**src/rtl/lock_pkg.sv**
```systemverilog
// lock_pkg: definitions shared by the lock's keypad entry path.
//   kp_state_t : keypad scanner FSM states.
//   KEY_*      : 4-bit key codes for the non-digit keys (digits use 0-9).
//   kp_code()  : maps a (row, column) keypad position to its key code.
package lock_pkg;

  typedef enum logic [1:0] {
    SCAN     = 2'd0,
    DEBOUNCE = 2'd1,
    PRESSED  = 2'd2,
    RELEASE  = 2'd3
  } kp_state_t;

  localparam logic [3:0] KEY_OK   = 4'hA;  // key A
  localparam logic [3:0] KEY_B    = 4'hB;
  localparam logic [3:0] KEY_C    = 4'hC;
  localparam logic [3:0] KEY_D    = 4'hD;
  localparam logic [3:0] KEY_CLR  = 4'hE;  // key *
  localparam logic [3:0] KEY_HASH = 4'hF;  // key #

  // Layout: r0 = 1 2 3 A, r1 = 4 5 6 B, r2 = 7 8 9 C, r3 = * 0 # D.
  function automatic logic [3:0] kp_code(input logic [1:0] row, input logic [1:0] col);
    logic [3:0] code;
    case ({row, col})
      4'h0: code = 4'd1;
      4'h1: code = 4'd2;
      4'h2: code = 4'd3;
      4'h3: code = KEY_OK;
      4'h4: code = 4'd4;
      4'h5: code = 4'd5;
      4'h6: code = 4'd6;
      4'h7: code = KEY_B;
      4'h8: code = 4'd7;
      4'h9: code = 4'd8;
      4'hA: code = 4'd9;
      4'hB: code = KEY_C;
      4'hC: code = KEY_CLR;
      4'hD: code = 4'd0;
      4'hE: code = KEY_HASH;
      default: code = KEY_D;
    endcase
    return code;
  endfunction

endpackage

```
**src/rtl/sync2.sv**
```systemverilog
// sync2: two-flop synchronizer for bringing asynchronous levels into clk.
//   clk   : destination clock
//   rst   : synchronous active-high reset, loads RESET_VAL into both stages
//   d_i   : asynchronous input bits
//   q_o   : synchronized output, two cycles of latency
module sync2 #(
  parameter int               WIDTH     = 1,
  parameter logic [WIDTH-1:0] RESET_VAL = '0
) (
  input  logic             clk,
  input  logic             rst,
  input  logic [WIDTH-1:0] d_i,
  output logic [WIDTH-1:0] q_o
);

  logic [WIDTH-1:0] meta_q;
  logic [WIDTH-1:0] sync_q;

  always_ff @(posedge clk) begin
    if (rst) begin
      meta_q <= RESET_VAL;
      sync_q <= RESET_VAL;
    end else begin
      meta_q <= d_i;
      sync_q <= meta_q;
    end
  end

  assign q_o = sync_q;

endmodule

```
**src/rtl/keypad_scanner.sv**
```systemverilog
// keypad_scanner: scans a 4x4 active-low matrix keypad and emits one clean
// single-cycle event per debounced key press.
//   clk         : system clock
//   rst         : synchronous active-high reset
//   row_in      : keypad rows, active-low, asynchronous
//   col_out     : column drive, active-low, one bit low at a time
//   digit       : value 0-9 of the last digit key, holds between events
//   digit_valid : one-cycle strobe, digit key pressed
//   ok_pulse    : one-cycle strobe, key A pressed
//   clr_pulse   : one-cycle strobe, key * pressed
//   key_held    : high from the event cycle until release is confirmed
module keypad_scanner
  import lock_pkg::*;
#(
  parameter int SCAN_DIV       = 4096,
  parameter int DEBOUNCE_SCANS = 3
) (
  input  logic       clk,
  input  logic       rst,
  input  logic [3:0] row_in,
  output logic [3:0] col_out,
  output logic [3:0] digit,
  output logic       digit_valid,
  output logic       ok_pulse,
  output logic       clr_pulse,
  output logic       key_held
);

  localparam int            DW         = (SCAN_DIV > 1) ? $clog2(SCAN_DIV) : 1;
  localparam int            CW         = $clog2(DEBOUNCE_SCANS + 1);
  localparam logic [DW-1:0] DWELL_LAST = DW'(SCAN_DIV - 1);
  localparam logic [CW-1:0] CNT_DONE   = CW'(DEBOUNCE_SCANS);

  logic [3:0]    rows_sync;
  kp_state_t     state_q, state_d;
  logic [DW-1:0] dwell_q, dwell_d;
  logic [1:0]    col_q, col_d;
  logic [3:0]    col_out_q;
  logic [1:0]    row_q, row_d;
  logic [CW-1:0] cnt_q, cnt_d;
  logic [3:0]    digit_q, digit_d;
  logic          dv_q, dv_d;
  logic          ok_q, ok_d;
  logic          clr_q, clr_d;
  logic          held_q, held_d;

  logic          sample;
  logic          single_key;
  logic [1:0]    hit_row;
  logic          all_high;
  logic          press;
  logic [3:0]    press_code;

  // Idle rows read high, so the synchronizer resets to "no key".
  sync2 #(.WIDTH(4), .RESET_VAL(4'hF)) u_row_sync (
    .clk (clk),
    .rst (rst),
    .d_i (row_in),
    .q_o (rows_sync)
  );

  assign sample   = (dwell_q == DWELL_LAST);
  assign all_high = &rows_sync;

  // A sample is a key only when exactly one row is pulled low.
  always_comb begin
    single_key = 1'b1;
    hit_row    = 2'd0;
    case (rows_sync)
      4'b1110: hit_row = 2'd0;
      4'b1101: hit_row = 2'd1;
      4'b1011: hit_row = 2'd2;
      4'b0111: hit_row = 2'd3;
      default: single_key = 1'b0;
    endcase
  end

  // The column is frozen from first detection, so the current column
  // together with the hit row identifies the key being confirmed.
  assign press_code = kp_code(hit_row, col_q);

  always_comb begin
    state_d = state_q;
    dwell_d = sample ? '0 : dwell_q + DW'(1);
    col_d   = col_q;
    row_d   = row_q;
    cnt_d   = cnt_q;
    digit_d = digit_q;
    dv_d    = 1'b0;
    ok_d    = 1'b0;
    clr_d   = 1'b0;
    held_d  = held_q;
    press   = 1'b0;

    case (state_q)
      SCAN: begin
        if (sample) begin
          if (single_key) begin
            row_d = hit_row;
            cnt_d = CW'(1);
            if (CNT_DONE == CW'(1)) press = 1'b1;
            else                    state_d = DEBOUNCE;
          end else begin
            col_d = col_q + 2'd1;
          end
        end
      end
      DEBOUNCE: begin
        if (sample) begin
          if (single_key && (hit_row == row_q)) begin
            cnt_d = cnt_q + CW'(1);
            if (cnt_q + CW'(1) == CNT_DONE) press = 1'b1;
          end else begin
            state_d = SCAN;
            col_d   = col_q + 2'd1;
          end
        end
      end
      PRESSED: begin
        // Count is reused for consecutive all-high samples.
        state_d = RELEASE;
        cnt_d   = '0;
      end
      RELEASE: begin
        if (sample) begin
          if (all_high) begin
            cnt_d = cnt_q + CW'(1);
            if (cnt_q + CW'(1) == CNT_DONE) begin
              held_d  = 1'b0;
              state_d = SCAN;
              col_d   = col_q + 2'd1;
              cnt_d   = '0;
            end
          end else begin
            cnt_d = '0;
          end
        end
      end
      default: state_d = SCAN;
    endcase

    // Event strobes are registered on the edge that enters PRESSED, so they
    // are visible during the PRESSED cycle itself.
    if (press) begin
      state_d = PRESSED;
      held_d  = 1'b1;
      if (press_code <= 4'd9) begin
        digit_d = press_code;
        dv_d    = 1'b1;
      end else if (press_code == KEY_OK) begin
        ok_d = 1'b1;
      end else if (press_code == KEY_CLR) begin
        clr_d = 1'b1;
      end
    end
  end

  always_ff @(posedge clk) begin
    if (rst) begin
      state_q   <= SCAN;
      dwell_q   <= '0;
      col_q     <= 2'd0;
      col_out_q <= 4'b1110;
      row_q     <= 2'd0;
      cnt_q     <= '0;
      digit_q   <= 4'd0;
      dv_q      <= 1'b0;
      ok_q      <= 1'b0;
      clr_q     <= 1'b0;
      held_q    <= 1'b0;
    end else begin
      state_q   <= state_d;
      dwell_q   <= dwell_d;
      col_q     <= col_d;
      // Registered one-hot-low drive keeps the keypad pins glitch-free.
      col_out_q <= ~(4'b0001 << col_d);
      row_q     <= row_d;
      cnt_q     <= cnt_d;
      digit_q   <= digit_d;
      dv_q      <= dv_d;
      ok_q      <= ok_d;
      clr_q     <= clr_d;
      held_q    <= held_d;
    end
  end

  assign col_out     = col_out_q;
  assign digit       = digit_q;
  assign digit_valid = dv_q;
  assign ok_pulse    = ok_q;
  assign clr_pulse   = clr_q;
  assign key_held    = held_q;

endmodule
```
**config.mk**
```make
export PLATFORM = sky130hd
export DESIGN_NAME = keypad_scanner
export DESIGN_NICKNAME = d
export VERILOG_FILES = /design/src/rtl/lock_pkg.sv /design/src/rtl/sync2.sv /design/src/rtl/keypad_scanner.sv
export SDC_FILE = /design/constraint.sdc
export NUM_CORES = 1
export LEC_CHECK = 0
export ABC_AREA = 0
export BUFFER_PORTS_ARGS = -buffer_cell sky130_fd_sc_hd__buf_4
export CORE_UTILIZATION = 40
export CTS_BUF_LIST = sky130_fd_sc_hd__clkbuf_8 sky130_fd_sc_hd__clkbuf_16
export DETAILED_ROUTE_END_ITERATION = 10
export PLACE_DENSITY = 0.61
export SLEW_MARGIN = 20
export SYNTH_ARGS = -nofsm -noshare
export SYNTH_HDL_FRONTEND = slang
export SYNTH_SLANG_ARGS = --single-unit
```
**constraint.sdc**
```tcl
create_clock -name clk -period 4.3 [get_ports clk]
set_input_delay 0.86 -clock clk [delete_from_list [all_inputs] [get_ports clk]]
set_output_delay 0.86 -clock clk [all_outputs]
set_load 0.1 [all_outputs]
```
# == Yosys cells after proc, flatten, opt, wreduce, memory -nomap -nowiden ==
# Memories as Yosys holds them, arrays and structs flattened.
# Cells that the tools add are included.
# op_classes
add_sub_neg,3
n_lt_le_gt_ge,1
eq_ne,27
shifts,1
muxes,37
bitwise,2
n_reduce_logical,19
# op_table
operator,n
$mux W2,20
$ne A3 B3 Y1 const B,7
$eq A4 B4 Y1 const B,5
$ne A2 B2 Y1 const B,8
$pmux W2 S4,2
$reduce_and A7 Y1,2
$mux W1,13
$add A12 B1 Y12 const B,1
$eq A12 B12 Y1 const B,1
$pmux W2 S3,2
$reduce_and A4 Y1,2
$reduce_bool A2 Y1,4
$reduce_or A4 Y1,2
$eq A2 B2 Y1 const B,3
$reduce_or A2 Y1,3
$reduce_and A5 Y1,1
$add A2 B1 Y2 const B,2
$eq A4 B3 Y1 const B,1
$le A4 B4 Y1 const B,1
$not A4 Y4,1
$shl A1 B2 Y4 const A,1
$reduce_and A3 Y1,1
$reduce_or A3 Y1,1
$eq A2 B1 Y1 const B,1
5 further kinds,5
# word_totals
register_bits,40
mem_bits_ro,64
in_bits,6
elab_cells,105
memories,1
# memory_table
name,words,word_bits,read_ports,rd_ports_with_merged_regs,write_ports,line_no,source
(name not given),16,4,1,0,0,lock_pkg.sv:24,"case ({row, col})"

# == Logic depth before layout (Yosys ltp) ==
# Gate-level depths: netlist of run 1.
# depth
word_depth,9
depth_mapped,9
mapped_depth_nobuf,8

# == Modules after synthesis ==
# A second synthesis of run 1 with hierarchy kept.
# unflattened
hier_cells,225
hier_area_um2,1989.4
# modules_own_cells
module,n_inst,cells_each,area_each_um2,seq_area_each_um2
keypad_scanner,1,209,1779.2,640.6
sync2,1,16,210.2,160.2

# == Least setup slack after synthesis of run 1 ==
# No wires, ideal clock.
# synth_timing
path_type,register -> register
from,register dwell_q[0]
to,"register col_out_q[3], in the netlist col_out[3]"
setup_time_ns,0.127
arrival_ns,1.897
required_time_ns,4.173
setup_slack_ns,2.275
path_stages_with_launch,9
path_buffers,1
period_less_slack_ns,2.025
cell_sequence,dfxtp_1 > ha_1 > and3_1 > buf_2 > nand4_4 > nor4_1 > o21ai_2 > a31oi_4 > or3b_1
# synth_via
elab_chain_cells,5
word_cells_on_any_way,7
cone_classes,eq/ne (1); shift (1); mux (4); bitwise (1)
# synth_rtl
item,line_no,source
from (decl),keypad_scanner.sv:36,"logic [DW-1:0] dwell_q, dwell_d;"
from (signal assigned),keypad_scanner.sv:173,dwell_q <= dwell_d;
$eq A12 B12 Y1 *,keypad_scanner.sv:62,assign sample = (dwell_q == DWELL_LAST);
$mux W2 (on tied branches),"keypad_scanner.sv:125, keypad_scanner.sv:97, keypad_scanner.sv:109",
$pmux W2 S3 *,keypad_scanner.sv:95,case (state_q)
$shl A1 B2 Y4 *,keypad_scanner.sv:176,col_out_q <= ~(4'b0001 << col_d);
$not A4 Y4 *,keypad_scanner.sv:176,
to (signal assigned),keypad_scanner.sv:176,
to (decl),keypad_scanner.sv:38,logic [3:0] col_out_q;
# Every way passes the cells marked *; elsewhere a longest branch is shown, timed or not.
# A chain may end at the register's enable or synchronous reset.

# == Worst setup path in the final report of run 1 ==
# layout_timing
from,register dwell_q[0]
to,"register col_out_q[1], in the netlist col_out[1]"
# Same word-level chain as after synthesis.

==> results of run 1 <==
[registers in the layout, summed over array words and instances (netlist names), 2 cells and up]
signal             cells
col_q                  2
u_row_sync.q_o         4
col_out                4
dwell_q               12
u_row_sync.meta_q      4
digit                  4
state_q                2
row_q                  2
cnt_q                  2
[worst register-to-register path, stage by stage (launching register included)]
cell                      delay, ns
sky130_fd_sc_hd__dfxtp_1       0.35
sky130_fd_sc_hd__ha_1          0.18
sky130_fd_sc_hd__and3_1        0.33
sky130_fd_sc_hd__and4_1        0.47
sky130_fd_sc_hd__a41oi_1       0.22
sky130_fd_sc_hd__o21ai_0       0.38
sky130_fd_sc_hd__nand3_1       0.12
sky130_fd_sc_hd__or3_1         0.31
[per-stage QoR]
stage               utilization (%)  hold WS [ns]
finish                        46.66        0.4117
global route                  46.66        0.4423
CTS                           46.66        0.4129
detailed placement            44.52        0.3934
global placement              44.52        0.3911
floorplan                         -        0.3895
[cells in the mapped netlist, types with 6 or more instances]
cell / n
sky130_fd_sc_hd__nand2_1: 15
sky130_fd_sc_hd__nand3_1: 16
sky130_fd_sc_hd__dfxtp_1: 40
sky130_fd_sc_hd__xnor2_1: 6
sky130_fd_sc_hd__or2_2: 9
sky130_fd_sc_hd__inv_1: 12
sky130_fd_sc_hd__a21oi_1: 11
sky130_fd_sc_hd__o21ai_0: 9
sky130_fd_sc_hd__xor2_1: 6
sky130_fd_sc_hd__ha_1: 8
sky130_fd_sc_hd__nor2_1: 24
[cell families after synthesis]
group,count (synthesis),synth area share [%]
and+or+nand+nor,103,25.95
adders and majority gates,8,4.533
buffers and inverters,27,6.855
DFF,40,36.26
AOI/OAI and AO/OA,57,20.45
xor gates and xnor gates,13,5.496
muxes,1,0.4533
[path summary, 6_finish.rpt]
kind                         from                 to  slack, ns  cells past startpoint
max                    dwell_q[0]         col_out[1]       1.81                      7
min reg2reg  u_row_sync.meta_q[2]  u_row_sync.q_o[2]       0.41                      1
max reg2reg            dwell_q[0]         col_out[1]       1.81                      7
min          u_row_sync.meta_q[2]  u_row_sync.q_o[2]       0.41                      1
[layer usage]
metal,share of wire (%),up-vias
met5,0,-
met4,0.75,0
met3,3.1,3
met2,44,23
met1,53,828
li1,-,913
[layout make-up]
| cell class | count | area, um2 |
|---|---|---|
| tap | 70 | 87.58 |
| clock inverter | 3 | 42.54 |
| fill | 524 | 2776 |
| timing repair buffer | 17 | 127.6 |
| sequential | 40 | 800.8 |
| inverter | 12 | 45.04 |
| multi-input combinational | 182 | 1256 |
| clock buffer | 5 | 68.82 |
[power groups by stage]
stage	combinational (mW)	sequential [mW]	clock, mW
after detailed placement	0.0506	0.390	0
final	0.0507	0.382	0.305
after global placement	0.0502	0.390	0
after CTS	0.0509	0.382	0.316
after global routing	0.0564	0.383	0.333
after floorplan	0.0463	0.387	0
==> results_tabular.tex, run 1 <==
\begin{tabular}{lr}
\hline
Metric & Value \\
\hline
\multicolumn{2}{l}{\textbf{Timing}} \\
Tightest slew margin relative to the limit & 62.74\% \\
Fin Clk Skew & 0.007356 ns \\
Worst-margin pin slew & 0.5542 ns \\
Setup Viol. Count Final & 0 \\
Final Hold Viols & 0 \\
Accumulated negative setup slack & 0 ns \\
Setup slack after layout & 1.809 ns \\
Max Freq & 401.5 MHz \\
Max-slew violation count & 0 \\
Share of the clock period used by the worst path after layout & 57.93\% \\
Unrepaired setup endpoints after global routing & no \\
Final critical-path required period & 2.491 ns \\
\multicolumn{2}{l}{\textbf{Clock network}} \\
Clock root cell & sky130\_fd\_sc\_hd\_\_clkbuf\_8 \\
Clock latency reported for the late side of the worst-skew pair & 0.29 ns \\
Post-cts hold buffer count & 0 \\
Clock sink count & 40 \\
Number of H-tree branching levels & 2 \\
Number of instances resized during post-cts repair & 0 \\
Clock tree buffer depth & 2 \\
Number of buffers inserted to repair setup after CTS & 0 \\
TritonCTS clock tree & done \\
TritonCTS Buffers & 5 \\
Clock-pin slew reported for the worst setup and hold paths after clock tree synthesis & 0.08 ns \\
\multicolumn{2}{l}{\textbf{Min path}} \\
Min-Delay Path Class & reg2reg \\
\multicolumn{2}{l}{\textbf{Setup path}} \\
Critical path, cell by cell & ha\_1 -> and3\_1 -> and4\_1 -> a41oi\_1 -> o21ai\_0 -> nand3\_1 -> or3\_1 \\
Worst endpoint data arrival time & 2.67 ns \\
Data required time at the worst endpoint & 4.47 ns \\
Worst stage delay on the critical path & 0.47 ns \\
Buffering stage count on the worst path with inverters included & 0 \\
Worst path slowest cell & sky130\_fd\_sc\_hd\_\_and4\_1 \\
Critical path peak fanout & 11 \\
Worst setup SP type & flip-flop \\
Worst setup path class & reg2reg \\
Largest delay share family, worst path & simple AND/OR/NAND/NOR gates \\
Crit path capture type & flip-flop \\
\multicolumn{2}{l}{\textbf{Detailed routing}} \\
Count of vias placed by the detailed router & 1767 \\
Post-route DRC violation count & 0 \\
Mean number of vias per cell & 5.371 \\
Number of DRC markers in iteration 0 & 127 \\
DRT Pass-1 Iters & 4 \\
Antenna Nets Post-Route & 0 \\
Wire length per cell after detailed routing & 13.02 um \\
Detailed Route WL & 4.285 mm \\
\multicolumn{2}{l}{\textbf{Placed design}} \\
DP Wirelength & 3.067 mm \\
Count of buffers from port buffering & 17 \\
Standard cell area after detailed placement & 2317 um2 \\
Global placer's final weighted congestion & 0.8210 \\
Dpl ws & 1.838 ns \\
\# placed instances & 321 \\
\multicolumn{2}{l}{\textbf{Status}} \\
Result of the run & complete, no violations \\
\multicolumn{2}{l}{\textbf{Synthesis}} \\
Top cells by area in the synthesized netlist & sky130\_fd\_sc\_hd\_\_dfxtp\_1 36\%, sky130\_fd\_sc\_hd\_\_ha\_1 4.5\%, sky130\_fd\_sc\_hd\_\_nor2\_1 4.1\% \\
Cell taking the most area after synthesis & sky130\_fd\_sc\_hd\_\_dfxtp\_1 \\
Number of distinct standard cells referenced by the synthesized netlist & 62 \\
Ys async rst share & 0\% \\
Top-area cell type share of the netlist area & 36.26\% \\
Top flip-flop cell by instance count after synthesis & sky130\_fd\_sc\_hd\_\_dfxtp\_1 \\
Number of enable flip-flop cells after synthesis & 0 \\
Gate count after technology mapping & 249 \\
Share of synthesized area occupied by flip-flops and latches & 36.26\% \\
Average cell area after synthesis & 8.869 um2 \\
Mapped cell area & 2208 um2 \\
Count of synthesis-stage warnings from yosys & 0 \\
Syn Nets & 263 \\
Number of flip-flops and latches in the synthesized netlist & 40 \\
\multicolumn{2}{l}{\textbf{GRT}} \\
Grt peak-use layer & met2 \\
Total Routing Usage GR & 15.27\% \\
Overall overflow remaining after global route & 0 \\
Largest net degree at the start of global routing & 28 \\
Met2 track demand over resource & 23.78\% \\
Global-route wire length before repair & 7.245 mm \\
GRT met1 Usage & 20.97\% \\
Number of antenna violations at the first check in global routing & 0 \\
Met3 Track Usage GR & 3.713\% \\
Via count of the first global-routing pass & 1568 \\
\multicolumn{2}{l}{\textbf{Power and ir drop}} \\
Clock network fraction of design power & 41.4\% \\
Worst vdd rail ir drop & 226.4 uV \\
Internal Power & 0.5676 mW \\
Areal power density over the cells & 303.6 nW/um2 \\
NetSw & 0.1697 mW \\
Reg power frac & 51.8\% \\
Net switching fraction of the power & 23.02\% \\
Part of the total power dissipated in combinational logic & 6.9\% \\
Total power draw & 0.7373 mW \\
LEAKAGE & 0.8893 nW \\
\multicolumn{2}{l}{\textbf{Finish}} \\
Most common cell after layout, fill and taps aside & sky130\_fd\_sc\_hd\_\_dfxtp\_1 \\
Final Instance Count excl. Fillers & 329 \\
Number of antenna diodes & 0 \\
Fraction of final layout cells with drive strength greater than 1 & 20.08\% \\
Commonest non-fill, non-tap cells in the layout & 40 x sky130\_fd\_sc\_hd\_\_dfxtp\_1, 24 x sky130\_fd\_sc\_hd\_\_nor2\_1, 17 x sky130\_fd\_sc\_hd\_\_buf\_4 \\
Final standard cell area without fillers & 2429 um2 \\
Area Overhead vs Synth & 9.972\% \\
Number of nets in the final layout & 272 \\
\multicolumn{2}{l}{\textbf{Floorplanning}} \\
Die span in x & 76.30 um \\
Core Area & 5205 um2 \\
Vertical die dimension & 76.30 um \\
Initial Utilization & 42.43\% \\
\# IOs & 18 \\
Number of placement rows & 26 \\
Full die area & 5822 um2 \\
\multicolumn{2}{l}{\textbf{Flow run}} \\
Max-cap check violation count & 0 \\
\hline
\end{tabular}
No activity file was read; power rests on OpenSTA's default activity.
==> run 2: changes to the inputs <==
ABC_AREA = 1   (was 0)
clock period = 2.45 ns   (was 4.3 ns; I/O delays follow)
==> run 2 against run 1 <==
Compared with the run above:
- highest routed layer unchanged
- synthesized area decreased by 5.4%
- largest power group unchanged
- synthesized cell count increased by 18%
- largest cell class unchanged
- sequential cell count unchanged
- global-route usage increased by 1.4 points
- die area decreased by 5.3%
- critical endpoint is now col_out[0]
- combinational power increased by 70%
- via count increased by 1.6%
- hold slack got worse by 0.028 ns
- utilization increased by 2.3 points
- clock skew about the same
- worst setup slack got worse by 1.3 ns
==> results_tabular.tex, run 2 <==
\begin{tabular}{lr}
\hline
Metric & Value \\
\hline
\multicolumn{2}{l}{\textbf{Floorplanning}} \\
Die span in x & 74.26 um \\
Full die area & 5514 um2 \\
Initial Utilization & 42.79\% \\
Vertical die dimension & 74.26 um \\
Number of placement rows & 25 \\
\# IOs & 18 \\
Core Area & 4880 um2 \\
\multicolumn{2}{l}{\textbf{Synthesis}} \\
Number of enable flip-flop cells after synthesis & 0 \\
Mapped cell area & 2088 um2 \\
Commonest cells in the synthesized netlist & 65 x sky130\_fd\_sc\_hd\_\_nand2\_1, 42 x sky130\_fd\_sc\_hd\_\_inv\_1, 40 x sky130\_fd\_sc\_hd\_\_dfxtp\_1, 31 x sky130\_fd\_sc\_hd\_\_nor2\_1, 25 x sky130\_fd\_sc\_hd\_\_nand3\_1 \\
Gate count after technology mapping & 293 \\
Share of synthesized area occupied by flip-flops and latches & 38.35\% \\
Top-count cell post-synth & sky130\_fd\_sc\_hd\_\_nand2\_1 \\
Average cell area after synthesis & 7.127 um2 \\
Count of synthesis-stage warnings from yosys & 0 \\
Syn Nets & 307 \\
Top-area cell type share of the netlist area & 38.35\% \\
Ys async rst share & 0\% \\
Top flip-flop cell by instance count after synthesis & sky130\_fd\_sc\_hd\_\_dfxtp\_1 \\
Top cells by area in the synthesized netlist & sky130\_fd\_sc\_hd\_\_dfxtp\_1 38\%, sky130\_fd\_sc\_hd\_\_nand2\_1 12\%, sky130\_fd\_sc\_hd\_\_inv\_1 7.5\% \\
Number of flip-flops and latches in the synthesized netlist & 40 \\
Number of distinct standard cells referenced by the synthesized netlist & 35 \\
Cell taking the most area after synthesis & sky130\_fd\_sc\_hd\_\_dfxtp\_1 \\
\multicolumn{2}{l}{\textbf{Clock network}} \\
Number of instances resized during post-cts repair & 0 \\
Clock sink count & 40 \\
Number of buffers inserted to repair setup after CTS & 0 \\
Clock root cell & sky130\_fd\_sc\_hd\_\_clkbuf\_8 \\
Clock-pin slew reported for the worst setup and hold paths after clock tree synthesis & 0.08 ns \\
TritonCTS Buffers & 5 \\
TritonCTS clock tree & done \\
Number of H-tree branching levels & 2 \\
Post-cts hold buffer count & 0 \\
Clock latency reported for the late side of the worst-skew pair & 0.29 ns \\
Clock tree buffer depth & 2 \\
\multicolumn{2}{l}{\textbf{Detailed routing}} \\
Detailed Route WL & 3.978 mm \\
Wire length per cell after detailed routing & 10.39 um \\
DRT Pass-1 Iters & 4 \\
Post-route DRC violation count & 0 \\
Mean number of vias per cell & 4.689 \\
Count of vias placed by the detailed router & 1796 \\
Antenna Nets Post-Route & 0 \\
Number of DRC markers in iteration 0 & 112 \\
\multicolumn{2}{l}{\textbf{Setup path}} \\
Worst setup SP type & flip-flop \\
Largest delay share family, worst path & simple AND/OR/NAND/NOR gates \\
Worst stage delay on the critical path & 0.49 ns \\
Buffering stage count on the worst path with inverters included & 3 \\
Worst endpoint data arrival time & 2.17 ns \\
Critical path peak fanout & 8 \\
Worst setup path class & reg2reg \\
Worst path slowest cell & sky130\_fd\_sc\_hd\_\_dfxtp\_1 \\
Data required time at the worst endpoint & 2.64 ns \\
Most numerous cell on the critical path & sky130\_fd\_sc\_hd\_\_nand2\_1 \\
R2R depth & 14 \\
Register-to-register path setup slack & 0.47 ns \\
Reg-to-reg startpoint & col\_q[0] \\
Endpoint of the most critical register-to-register path & col\_out[0] \\
Crit path capture type & flip-flop \\
Critical path, cell by cell & inv\_1 -> ha\_1 -> inv\_1 -> nand2\_1 -> o21ai\_0 -> nand2\_1 -> o21ai\_0 -> nand2\_1 -> nand3\_1 -> nand2\_1 -> inv\_1 -> nand3\_1 -> nand2\_1 -> nand2\_1 \\
\multicolumn{2}{l}{\textbf{Finish}} \\
Number of filler instances in the final layout & 503 \\
Most common cell after layout, fill and taps aside & sky130\_fd\_sc\_hd\_\_nand2\_1 \\
Area Overhead vs Synth & 14.38\% \\
Largest register FFs & 12 \\
Commonest non-fill, non-tap cells in the layout & 65 x sky130\_fd\_sc\_hd\_\_nand2\_1, 43 x sky130\_fd\_sc\_hd\_\_inv\_1, 40 x sky130\_fd\_sc\_hd\_\_dfxtp\_1 \\
Fraction of final layout cells with drive strength greater than 1 & 18.35\% \\
Number of antenna diodes & 0 \\
Number of nets in the final layout & 329 \\
Register with the highest flop count & dwell\_q \\
\multicolumn{2}{l}{\textbf{Placed design}} \\
Global placer's final weighted congestion & 0.8699 \\
Dpl ws & 0.5119 ns \\
DP Wirelength & 2.960 mm \\
Count of buffers from port buffering & 17 \\
\multicolumn{2}{l}{\textbf{Timing}} \\
Max-slew violation count & 0 \\
Share of the clock period used by the worst path after layout & 80.89\% \\
Max Freq & 504.6 MHz \\
Unrepaired setup endpoints after global routing & no \\
Final critical-path required period & 1.982 ns \\
Setup Viol. Count Final & 0 \\
Accumulated negative setup slack & 0 ns \\
Fin Clk Skew & 0.007322 ns \\
Tightest slew margin relative to the limit & 67.46\% \\
Setup slack after layout & 0.4682 ns \\
Worst-margin pin slew & 0.4863 ns \\
Final Hold Viols & 0 \\
\multicolumn{2}{l}{\textbf{Power and ir drop}} \\
LEAKAGE & 1.155 nW \\
Clock network fraction of design power & 37.2\% \\
Part of the total power dissipated in combinational logic & 7.2\% \\
Net switching fraction of the power & 23.55\% \\
Reg power frac & 55.6\% \\
NetSw & 0.2819 mW \\
Worst vdd rail ir drop & 351.8 uV \\
Internal Power & 0.9151 mW \\
Areal power density over the cells & 501.2 nW/um2 \\
\multicolumn{2}{l}{\textbf{GRT}} \\
Overall overflow remaining after global route & 0 \\
Via count of the first global-routing pass & 1728 \\
Total Routing Usage GR & 16.63\% \\
Global-route wire length before repair & 7.072 mm \\
Number of antenna violations at the first check in global routing & 0 \\
Largest net degree at the start of global routing & 17 \\
\multicolumn{2}{l}{\textbf{Flow run}} \\
Max-cap check violation count & 0 \\
\multicolumn{2}{l}{\textbf{Min path}} \\
Min-Delay Path Class & in2reg \\
End point of the most critical hold path & u\_row\_sync.meta\_q[0] \\
Hold wc startpoint & row\_in[0] \\
Depth of the worst hold-timing path & 2 \\
\multicolumn{2}{l}{\textbf{Status}} \\
Result of the run & complete, no violations \\
\hline
\end{tabular}
-- run 2: how the worst max path moves through the flow --
stage	startpoint	to	slack (ns)	cells past startpoint
floorplan	col_q[0]	col_out[0]	0.70	14
global placement	col_q[0]	col_out[0]	0.57	14
detailed placement	col_q[0]	col_out[0]	0.51	14
CTS	col_q[0]	col_out[0]	0.48	14
global route	col_q[0]	col_out[0]	0.16	14
finish	col_q[0]	col_out[0]	0.47	14
-- run 2: worst register-to-register path, stage by stage (launching register included) --
cell and delay [ns]:
sky130_fd_sc_hd__dfxtp_1 0.49, sky130_fd_sc_hd__inv_1 0.19, sky130_fd_sc_hd__ha_1 0.32, sky130_fd_sc_hd__inv_1 0.11, sky130_fd_sc_hd__nand2_1 0.06, sky130_fd_sc_hd__o21ai_0 0.07
sky130_fd_sc_hd__nand2_1 0.07, sky130_fd_sc_hd__o21ai_0 0.09, sky130_fd_sc_hd__nand2_1 0.06, sky130_fd_sc_hd__nand3_1 0.06, sky130_fd_sc_hd__nand2_1 0.05, sky130_fd_sc_hd__inv_1 0.06
sky130_fd_sc_hd__nand3_1 0.11, sky130_fd_sc_hd__nand2_1 0.10, sky130_fd_sc_hd__nand2_1 0.05
-- run 2: cells by family after synthesis --
kind of cell	Yosys count	share of synthesized area, %
AND/OR/NAND/NOR	160	37.87
buffers and inverters	51	9.467
flip-flops	40	38.35
AO/OA/AOI/OAI	30	7.850
adder cells (fa/ha/maj)	8	4.793
XOR/XNOR	4	1.678
-- run 2: cell type report --
class	instances	area [um2]	share of cell area [%]
clock buffers	6	82.58	3.457
clock inverters	2	11.26	0.4715
inverters	48	185.2	7.753
multi-input cells	202	1090	45.63
flip-flops and latches	40	800.8	33.53
well taps	67	83.83	3.510
repair buffers	18	135.1	5.657
-- run 2: power by group through the flow --
stage	combinational, mW	clock, mW	sequential (mW)
2_1_floorplan	0.0644	0	0.679
3_3_place_gp	0.0861	0	0.681
3_5_place_dp	0.0870	0	0.681
4_1_cts	0.0871	0.464	0.665
5_1_grt	0.100	0.488	0.667
6_report	0.0863	0.445	0.665
-- run 2: metal layers --
layer | wire [um] | share of wire, % | global-route usage [%]
met1 | 1940 | 49 | 19.68
met2 | 1841 | 46 | 28.99
met3 | 131 | 3.3 | 4.065
met4 | 64 | 1.6 | 6.499
met5 | 0 | 0 | 0
-- run 2: through the flow --
step                      power, mW  hold slack [ns]  std cells  utilization [%]  area [um2]
after detailed placement     0.7675           0.3945        375            47.03        2295
after CTS                     1.216           0.3763        383            48.95        2389
after global placement       0.7667           0.3934        375            47.03        2295
after global routing          1.254           0.3749        383            48.95        2389
after floorplan              0.7439           0.3895        293                -        2088
final                         1.197           0.3836        383            48.95        2389
==> run 3: changes to the inputs <==
clock period = 1.9 ns   (was 2.45 ns; I/O delays follow)
==> run 3 against run 2 <==
Compared with the run above:
- sequential cell count unchanged
- cell area increased by 3.0%
- clock power increased by 25%
- combinational power increased by 34%
==> results_tabular.tex, run 3 (synthesized netlist as in run 2, its figures left out) <==
\begin{tabular}{lr}
\hline
Metric & Value \\
\hline
\multicolumn{2}{l}{\textbf{Clock network}} \\
Clock sink count & 40 \\
Clock latency reported for the late side of the worst-skew pair & 0.30 ns \\
Clock root cell & sky130\_fd\_sc\_hd\_\_clkbuf\_8 \\
Clock-pin slew reported for the worst setup and hold paths after clock tree synthesis & 0.08 ns \\
Clock tree buffer depth & 2 \\
Post-cts hold buffer count & 0 \\
TritonCTS Buffers & 5 \\
TritonCTS clock tree & done \\
Number of H-tree branching levels & 2 \\
\multicolumn{2}{l}{\textbf{Finish}} \\
Number of nets in the final layout & 336 \\
Largest register FFs & 12 \\
Commonest non-fill, non-tap cells in the layout & 64 x sky130\_fd\_sc\_hd\_\_nand2\_1, 41 x sky130\_fd\_sc\_hd\_\_inv\_1, 39 x sky130\_fd\_sc\_hd\_\_dfxtp\_1 \\
Number of antenna diodes & 0 \\
Area Overhead vs Synth & 17.80\% \\
Fraction of final layout cells with drive strength greater than 1 & 22.29\% \\
Most common cell after layout, fill and taps aside & sky130\_fd\_sc\_hd\_\_nand2\_1 \\
Register with the highest flop count & dwell\_q \\
Post-route core utilization & 50.41\% \\
Number of filler instances in the final layout & 520 \\
\multicolumn{2}{l}{\textbf{Setup path}} \\
Buffering stage count on the worst path with inverters included & 1 \\
Worst setup path class & reg2reg \\
Worst setup SP type & flip-flop \\
Crit path capture type & flip-flop \\
Critical path peak fanout & 9 \\
Critical path, cell by cell & ha\_1 -> nand2\_2 -> nor2\_4 -> nand3\_4 -> clkinv\_4 -> nand2\_4 -> nor3\_4 -> nand2\_1 -> nor3b\_2 \\
Data required time at the worst endpoint & 2.12 ns \\
Worst stage delay on the critical path & 0.34 ns \\
Worst path slowest cell & sky130\_fd\_sc\_hd\_\_dfxtp\_2 \\
Largest delay share family, worst path & simple AND/OR/NAND/NOR gates \\
Worst endpoint data arrival time & 1.94 ns \\
Register-to-register path setup slack & 0.18 ns \\
\multicolumn{2}{l}{\textbf{GRT}} \\
Largest net degree at the start of global routing & 17 \\
Via count of the first global-routing pass & 1662 \\
Met3 Track Usage GR & 6.098\% \\
Total Routing Usage GR & 16.71\% \\
Global-route wire length before repair & 6.975 mm \\
Met2 track demand over resource & 28.99\% \\
Grt peak-use layer & met2 \\
Number of antenna violations at the first check in global routing & 0 \\
Overall overflow remaining after global route & 0 \\
GRT met1 Usage & 19.17\% \\
\multicolumn{2}{l}{\textbf{Placed design}} \\
DP Wirelength & 3.024 mm \\
Count of buffers from port buffering & 17 \\
Global placer's final weighted congestion & 0.8804 \\
\multicolumn{2}{l}{\textbf{Power and ir drop}} \\
Clock network fraction of design power & 36.4\% \\
Internal Power & 1.149 mW \\
Net switching fraction of the power & 24.90\% \\
NetSw & 0.3810 mW \\
Total power draw & 1.530 mW \\
Worst vdd rail ir drop & 466.5 uV \\
Reg power frac & 56.1\% \\
Areal power density over the cells & 622.2 nW/um2 \\
Part of the total power dissipated in combinational logic & 7.6\% \\
LEAKAGE & 1.190 nW \\
\multicolumn{2}{l}{\textbf{Timing}} \\
Unrepaired setup endpoints after global routing & no \\
Final Hold Viols & 0 \\
Worst-margin pin slew & 0.4006 ns \\
Max Freq & 581.5 MHz \\
Accumulated negative setup slack & 0 ns \\
Fin Clk Skew & 0.008859 ns \\
Share of the clock period used by the worst path after layout & 90.52\% \\
Max-slew violation count & 0 \\
Setup Viol. Count Final & 0 \\
Tightest slew margin relative to the limit & 73.23\% \\
Final critical-path required period & 1.720 ns \\
\multicolumn{2}{l}{\textbf{Floorplanning}} \\
Initial Utilization & 42.79\% \\
Vertical die dimension & 74.26 um \\
\# IOs & 18 \\
Full die area & 5514 um2 \\
Number of placement rows & 25 \\
Core Area & 4880 um2 \\
Die span in x & 74.26 um \\
\multicolumn{2}{l}{\textbf{Flow run}} \\
Max-cap check violation count & 0 \\
\multicolumn{2}{l}{\textbf{Detailed routing}} \\
Post-route DRC violation count & 0 \\
DRT Pass-1 Iters & 4 \\
Wire length per cell after detailed routing & 10.38 um \\
Detailed Route WL & 4.048 mm \\
Antenna Nets Post-Route & 0 \\
Number of DRC markers in iteration 0 & 70 \\
Count of vias placed by the detailed router & 1804 \\
Mean number of vias per cell & 4.626 \\
\multicolumn{2}{l}{\textbf{Min path}} \\
Min-Delay Path Class & in2reg \\
\multicolumn{2}{l}{\textbf{Status}} \\
Result of the run & complete, no violations \\
\hline
\end{tabular}
==> run 3: final timing paths <==
kind	end	depth (start not counted)	from
setup / recovery	clr_pulse	9	dwell_q[0]
hold / removal	u_row_sync.meta_q[1]	2	row_in[1]
setup reg to reg	clr_pulse	9	dwell_q[0]
hold reg to reg	u_row_sync.q_o[0]	1	u_row_sync.meta_q[0]
==> run 3: layout make-up <==
cell class              instances  area [um2]  area share (%)
multi-input cells             202        1114           45.27
repair buffers                 25       187.7           7.630
flip-flops and latches         40       802.0           32.60
clock inverters                 3       18.77          0.7630
inverters                      48       185.2           7.528
clock buffers                   5       68.82           2.798
well taps                      67       83.83           3.408
==> run 3: repair_timing <==
item	4_1_cts	5_1_grt
setup endpoints to repair	0	12
buffers inserted	0	1
resized for setup	0	8
==> run 3: layer usage <==
layer,vias to the layer above,part of all wire [%]
met5,-,0
met4,0,1.1
met3,6,4.3
met2,24,47
met1,798,48
li1,976,-
==> run 3: power by group through the flow <==
stage,Clock [mW],Sequential [mW],Combinational [mW]
after floorplan,0,0.876,0.0831
after global placement,0,0.877,0.114
after detailed placement,0,0.878,0.113
after CTS,0.591,0.858,0.113
after global routing,0.631,0.860,0.132
final,0.557,0.858,0.116
==> run 3: metrics by stage <==
stage          instance area (um2)  setup slack (ns)  hold WS (ns)  instances
3_5_place_dp                  2340           0.07903        0.3938        381
3_3_place_gp                  2340            0.1473        0.3922        381
4_1_cts                       2427           0.06639        0.2474        389
5_1_grt                       2460           0.01226        0.2404        390
6_report                      2460            0.1802        0.2584        390
2_1_floorplan                 2088            0.1477        0.3895        293
